### config.mk
export PLATFORM = sky130hd
export DESIGN_NAME = gshare_predictor
export DESIGN_NICKNAME = d
export VERILOG_FILES = /design/src/rtl/gshare_pkg.sv /design/src/rtl/gshare_predictor_pht_array.sv /design/src/rtl/gshare_predictor.sv
export SDC_FILE = /design/constraint.sdc
export NUM_CORES = 1
export LEC_CHECK = 0
export BUFFER_PORTS_ARGS = -buffer_cell sky130_fd_sc_hd__buf_2
export CORE_UTILIZATION = 59
export CTS_BUF_LIST = sky130_fd_sc_hd__clkbuf_8
export DETAILED_ROUTE_END_ITERATION = 8
export HOLD_SLACK_MARGIN = 0.08
export PLACE_DENSITY_LB_ADDON = 0.15
export REMOVE_ABC_BUFFERS = 1
export SLEW_MARGIN = 0
export SYNTH_ARGS = -nofsm -noshare
export SYNTH_HDL_FRONTEND = slang
export SYNTH_SLANG_ARGS = --single-unit
export TNS_END_PERCENT = 50
### constraint.sdc
create_clock -name clk -period 2.2 [get_ports clk]
set_input_delay 0.33 -clock clk [delete_from_list [all_inputs] [get_ports clk]]
set_output_delay 0.33 -clock clk [all_outputs]
set_load 0.02 [all_outputs]
### src/rtl/gshare_pkg.sv
// Shared types for the gshare predictor: 2-bit direction counter encoding and its
// saturating update rule.
package gshare_pkg;

  typedef enum logic [1:0] {
    SNT = 2'd0,
    WNT = 2'd1,
    WT  = 2'd2,
    ST  = 2'd3
  } ctr_t;

  localparam ctr_t CTR_RESET = WNT;

  // Saturating step; never wraps past SNT or ST.
  function automatic ctr_t ctr_next(ctr_t c, logic taken);
    ctr_t n;
    n = c;
    unique case (c)
      SNT: n = taken ? WNT : SNT;
      WNT: n = taken ? WT  : SNT;
      WT:  n = taken ? ST  : WNT;
      ST:  n = taken ? ST  : WT;
    endcase
    return n;
  endfunction

endpackage

### src/rtl/gshare_predictor_pht_array.sv
// Pattern history table: 2**IDX_W direction counters, one async read port and one
// read-modify-write training port that applies the saturating update in place.
module pht_array #(
  parameter int IDX_W = 7
) (
  input  logic             clk,
  input  logic             areset_n,
  input  logic [IDX_W-1:0] raddr,
  output logic [1:0]       rdata,
  input  logic             we,
  input  logic [IDX_W-1:0] waddr,
  input  logic             wtaken
);
  import gshare_pkg::*;

  localparam int DEPTH = 1 << IDX_W;

  ctr_t ctr_q [DEPTH];
  ctr_t ctr_d [DEPTH];

  always_comb begin
    for (int i = 0; i < DEPTH; i++) begin
      ctr_d[i] = ctr_q[i];
      if (we && waddr == IDX_W'(i)) ctr_d[i] = ctr_next(ctr_q[i], wtaken);
    end
  end

  always_ff @(posedge clk or negedge areset_n) begin
    if (!areset_n) begin
      for (int i = 0; i < DEPTH; i++) ctr_q[i] <= CTR_RESET;
    end else begin
      for (int i = 0; i < DEPTH; i++) ctr_q[i] <= ctr_d[i];
    end
  end

  assign rdata = ctr_q[raddr];

endmodule

### src/rtl/gshare_predictor.sv
// Gshare direction predictor: PHT indexed by PC ^ GHR, with GHR repair on mispredict.
// Define GSHARE_TRAIN_FWD_EN to forward a same-index training update into the prediction.
module gshare_predictor #(
  parameter int HIST_W = 7
) (
  input  logic              clk,
  input  logic              areset_n,
  input  logic              predict_valid,
  input  logic [HIST_W-1:0] predict_pc,
  output logic              predict_taken,
  output logic [HIST_W-1:0] predict_history,
  input  logic              train_valid,
  input  logic              train_taken,
  input  logic              train_mispredicted,
  input  logic [HIST_W-1:0] train_history,
  input  logic [HIST_W-1:0] train_pc
);
  import gshare_pkg::*;

  logic [HIST_W-1:0] ghr_q, ghr_d;
  logic [HIST_W-1:0] idx_p, idx_t;
  logic [1:0]        rd_ctr;
  ctr_t              pred_ctr;

  assign idx_p = predict_pc ^ ghr_q;
  assign idx_t = train_pc ^ train_history;

  pht_array #(.IDX_W(HIST_W)) u_pht (
    .clk     (clk),
    .areset_n(areset_n),
    .raddr   (idx_p),
    .rdata   (rd_ctr),
    .we      (train_valid),
    .waddr   (idx_t),
    .wtaken  (train_taken)
  );

  always_comb begin
    pred_ctr = ctr_t'(rd_ctr);
`ifdef GSHARE_TRAIN_FWD_EN
    // Same entry read and written: rd_ctr is the pre-update value of PHT[idx_t].
    if (train_valid && idx_p == idx_t) pred_ctr = ctr_next(ctr_t'(rd_ctr), train_taken);
`endif
  end

  // Gate with reset so a forwarded train cannot leak a taken prediction while held in reset.
  assign predict_taken   = areset_n & pred_ctr[1];
  assign predict_history = ghr_q;

  // Mispredict recovery beats speculative shift: the fetch that predicted is being flushed.
  always_comb begin
    ghr_d = ghr_q;
    if (train_valid && train_mispredicted)
      ghr_d = {train_history[HIST_W-2:0], train_taken};
    else if (predict_valid)
      ghr_d = {ghr_q[HIST_W-2:0], predict_taken};
  end

  always_ff @(posedge clk or negedge areset_n) begin
    if (!areset_n) ghr_q <= '0;
    else           ghr_q <= ghr_d;
  end

endmodule

Word level (Yosys, flattened, before mapping) --
Cells that the tools add are included.
Cells by class: equality and inequality tests 511, magnitude comparators 1, multiplexer cells 137, reduce and logical (&&, ||, !) cells 259, bitwise operators 4
Operator list (number):
- 2-bit one-hot mux with 4 select lines | 128
- 2-bit equality test, second input constant | 256
- 7-bit equality test, second input constant | 64
- 2-bit by 1-bit equality test with 1-bit output, second input constant | 128
- 2-bit logical NOT | 128
- 7-bit by 6-bit equality test with 1-bit output, second input constant | 32
- 1-bit logical AND | 129
- 7-bit by 5-bit equality test with 1-bit output, second input constant | 16
- 7-bit by 4-bit equality test with 1-bit output, second input constant | 8
- 7-bit by 3-bit equality test with 1-bit output, second input constant | 4
- 2-bit binary-select mux with 7-bit select | 1
- 7-bit by 2-bit equality test with 1-bit output, second input constant | 2
- 7-bit 2-to-1 mux | 2
- 7-bit bitwise XOR | 2
- 8-bit greater-or-equal comparator, second input constant | 1
- 2-bit 2-to-1 mux | 4
- 7-bit NOT with 8-bit output | 1
- 7-bit by 1-bit equality test with 1-bit output, second input constant | 1
- 7-bit logical NOT | 1
- 1-bit 2-to-1 mux | 2
- 2-bit nonzero test | 1
- 1-bit AND | 1
Word-level totals: input port bits 27, output and inout bits 8, bits in registers 263

Logic depth before layout (Yosys ltp) --
depth after elaboration 8, mapped depth 10, gate-level depth less buffers 8

Modules after synthesis --
Synthesis repeated with hierarchy kept, for this count alone.
Second synthesis, totals: cell total of the unflattened synthesis 1826, area total of the unflattened synthesis 16412.0 sq um
By module, submodules not included:
- pht_array | area an instance 15922.8 sq um, instances 1, cells an instance 1778, seq. area each 6566.3 sq um
- gshare_predictor | area an instance 489.2 sq um, instances 1, cells an instance 48, seq. area each 175.2 sq um

Worst setup path after synthesis --
No wires, ideal clock.
path type register to output, from reg ghr_q[1] (netlist: predict_history[1]), to out predict_taken, data required time 1.870 ns, setup slack -0.491 ns, path buffers 2, arrival 2.361 ns, stages on the path, launching flop included 11, cell sequence dfrtp_1 xnor2_2 buf_6 buf_6 nand2_1 nand4_1 nand4_1 o311ai_0 o211ai_1 o211a_1 nor2b_1
Between the ends: word-level cells in the longest chain between the ends 6
RTL lines:
- start, declared | RTL line gshare_predictor.sv:20 | logic [HIST_W-1:0] ghr_q, ghr_d;
- start signal, assigned | RTL line gshare_predictor.sv:61 | else ghr_q <= ghr_d;
- 7-bit bitwise XOR | RTL line gshare_predictor.sv:25 | assign idx_p = predict_pc ^ ghr_q;
- 7-bit NOT with 8-bit output (not written as such) | RTL line gshare_predictor_pht_array.sv:36 | assign rdata = ctr_q[raddr];
- 2-bit binary-select mux with 7-bit select | RTL line gshare_predictor_pht_array.sv:36
- 2-bit 2-to-1 mux (not written as such) (2 in series) | RTL line gshare_predictor_pht_array.sv:36
- 1-bit AND | RTL line gshare_predictor.sv:47 | assign predict_taken = areset_n & pred_ctr[1];
- end, declared | RTL line gshare_predictor.sv:10 | output logic predict_taken,
No other way between the ends. The select of a mux whose other input is x is not followed.

Worst setup path in the final report --
Ends and elaborated chain as after synthesis.

==> results.py <==
metrics = {
    "placed_design": {
        "place.gp.congestion": 0.957,
        "pre_cts_slack_ns": -0.644,
        "io_buffers": 34,
        "numPlacedInstances": 2309,
        "hpwl_um": 33400,
    },
    "yosys": {
        "synth_top_family_by_area": "compound AO/OA/AOI/OAI gates",
        "ys_warn_count": 0,
        "avgSynthCellArea_sq_um": 8.17,
        "syn_inst": 1857,
        "yosysUniqueCellTypes": 41,
        "synth_seq_cells": 263,
        "synthXorXnorAreaFrac_pct": 1.80,
        "yosys-top-cells-area": "dfrtp_1, dfstp_2, o21ai_0, nor2_1, a21oi_1",
        "synth_compound_area_share_pct": 26.4,
        "yosys.area_share.adder_pct": 0,
        "synth-simple-area-share_pct": 19.7,
        "synth.mux.area_fraction_pct": 5.33,
        "synth_edf_count": 0,
        "synth_top_area_share_pct": 22.3,
        "ys.flop_type": "dfrtp_1",
        "syn_area_sq_um": 15200,
        "yosysSeqAreaShare_pct": 44.4,
        "postSynth.asyncResetShare_pct": 100,
        "yosys.area.top_type": "dfrtp_1",
    },
    "drt": {
        "first_pass_iters": 6,
        "vias": 15242,
        "wire_per_inst_um": 19.8,
        "first_iter_violations": 1730,
        "drc": 0,
        "wirelength_um": 47700,
        "viasPerCell": 6.34,
        "ant_nets": 0,
    },
    "sta": {
        "rsz0062_at_grt": "yes",
        "fmax_ghz": 0.304,
        "min_period_ns": 3.29,
        "fin_setup_tns_ns": -1.54,
        "finalSetupViolCount": 2,
        "finClkSkew_ns": 0.0199,
        "worst_slew_pin_slew_ns": 0.742,
        "max_slew_margin_pct": 50.6,
        "maxSlewViolCount": 0,
        "hold_viol_final": 0,
        "finalCritPeriodShare_pct": 150,
        "fin_ws_ns": -1.09,
    },
    "layout": {
        "nets": 2066,
        "fillers": 1964,
        "syn_to_final_growth_pct": 19.1,
        "antenna_cells": 0,
        "drive_above_1_share_pct": 22.2,
        "fin_cells": 2405,
        "layout_common_cells": "o21ai_0, nor2_1, a21oi_1",
        "final_common_cell": "o21ai_0",
    },
    "setup_path": {
        "crit_family": "compound AO/OA/AOI/OAI gates",
        "critPathBufInv": 3,
        "crit_path_start_kind": "register",
        "critPathKind": "register to primary output",
        "startpoint": "predict_history[1]",
        "timing.rr.start": "predict_history[1]",
        "path_cells": "xnor2_4 > buf_12 > buf_6 > mux4_2 > and3_4 > a31oi_1 > o221ai_1 > a21oi_1 > o211a_1 > nor2b_2 > buf_6",
        "critPathSlowestCell": "mux4_2",
        "endpoint_kind": "primary output",
        "slowest_delay_ns": 0.48,
        "cp_common_cell": "buf_6",
        "critPathMaxFanout": 5,
        "arrival_ns": 2.96,
        "critical_path_required_ns": 1.87,
    },
    "hold_path": {
        "hold_start": "train_history[0]",
        "hold_path_class": "input port to register",
    },
    "cts": {
        "numClockSinks": 263,
        "cts_made_buffers": 47,
        "h-tree-depth": 2,
        "clock_path_buffers": 3,
        "cts_tree": "yes",
        "clkTransAtPathRegs_ns": 0.06,
        "root_buffer": "clkbuf_8",
        "clkLatencyLatePin_ns": 0.58,
    },
    "global_routing": {
        "gr-usage-all-layers_pct": 36.7,
        "grt_pass1_wl_um": 74400,
        "grt_pass1_vias": 13938,
        "grt_max_degree": 125,
        "antenna_found_initial": 0,
        "grt_overflow": 0,
    },
    "floorplan": {
        "start_util_pct": 60.3,
        "die-height_um": 162,
        "ioPinCount": 35,
        "num_rows": 58,
        "dieArea_sq_um": 26400,
        "coreArea_sq_um": 25200,
        "die-width_um": 162,
    },
    "pwr": {
        "irDropWorstVdd_mv": 0.604,
        "power.total_w": 0.0123,
        "leakagePower_nw": 6.47,
        "powerDensity_nw_per_um2": 681,
    },
    "job": {
        "max_cap_violations": 0,
    },
    "outcome": {
        "failed_checks": "negative setup slack",
        "status": "finished, violations left",
    },
}
[logic make-up (layout without fill, tap and decap cells)]
group	after synthesis	count (layout)
buffers and inverters	78	296
AOI/OAI and AO/OA	745	745
muxes	41	41
xor gates and xnor gates	26	26
DFF	263	263
and+or+nand+nor	704	704
[registers in the layout, indices dropped and copies added, names as in the netlist]
register,count
u_pht.ctr_q,256
predict_history,7
[Yosys cell counts, types with 24 or more instances]
cell,count
dfstp_2,128
nand2_1,231
a21oi_1,262
o21ai_0,354
o31ai_1,24
dfrtp_1,135
clkbuf_1,64
nor2_1,355
a211oi_1,43
mux4_2,24
a31oi_1,49
nor3b_1,51
[power by group]
part	total, W	internal [W]	switching [W]
Combinational	0.00223	0.000952	0.00128
Sequential	0.00558	0.00524	0.000337
Clock	0.00450	0.00237	0.00213
[worst register-to-register path, cell delays in order (launching register included)]
cell and delay [ns]:
dfrtp_2 0.46, xnor2_4 0.16, buf_12 0.14, buf_12 0.12
mux4_2 0.32, nor3_1 0.04, o311ai_1 0.27, buf_4 0.16
o211ai_1 0.08, o211a_1 0.31, buf_4 0.16, buf_6 0.11
o31ai_4 0.22
[final cells by class]
type / count / area [sq um] / area share, %
Timing Repair Buffer: 209 / 1800 / 9.94
Inverter: 2 / 10.0 / 0.0554
Tap cell: 330 / 413 / 2.28
Multi-Input combinational cell: 1516 / 8200 / 45.3
Clock buffer: 58 / 798 / 4.42
Sequential cell: 263 / 6740 / 37.3
Clock inverter: 27 / 119 / 0.657
[metrics by stage]
| step | cell area (sq um) | utilization, % | hold slack, ns |
|---|---|---|---|
| detailed placement | 16900 | 67.3 | 0.438 |
| global route | 18100 | 71.8 | 0.0945 |
| floorplan | 14800 | - | 0.0344 |
| global placement | 16900 | 67.3 | 0.439 |
| finish | 18100 | 71.8 | 0.0988 |
| CTS | 18000 | 71.3 | 0.0934 |
[metal layers]
layer,vias to the layer above,track usage [%],part of all wire [%]
met5,-,0,0
met4,0,15.4,3.4
met3,133,5.32,9.6
met2,695,57.5,46
met1,7327,51.1,41
li1,7087,-,-
[timing repair]
action / 4_1_cts / 5_1_grt
setup endpoints to repair: 2 / 50
pin swaps: 5 / 1
resized for setup: 7 / 21
hold buffers: 6 / 0
endpoints found under the hold margin: 140 / 0
buffers inserted: 3 / 2
[worst paths after layout]
path                       cells after the start            endpoint  slack [ns]
max reg2reg                                   12  predict_history[0]       -0.44
min reg2reg                                    2     u_pht.ctr_q[48]        0.54
min in group asynchronous                      3      u_pht.ctr_q[7]        0.43
min                                            3  predict_history[1]         0.1
max                                           11       predict_taken       -1.09
max in group asynchronous                      3     u_pht.ctr_q[81]        1.13
(Power assumes the default switching activity.)
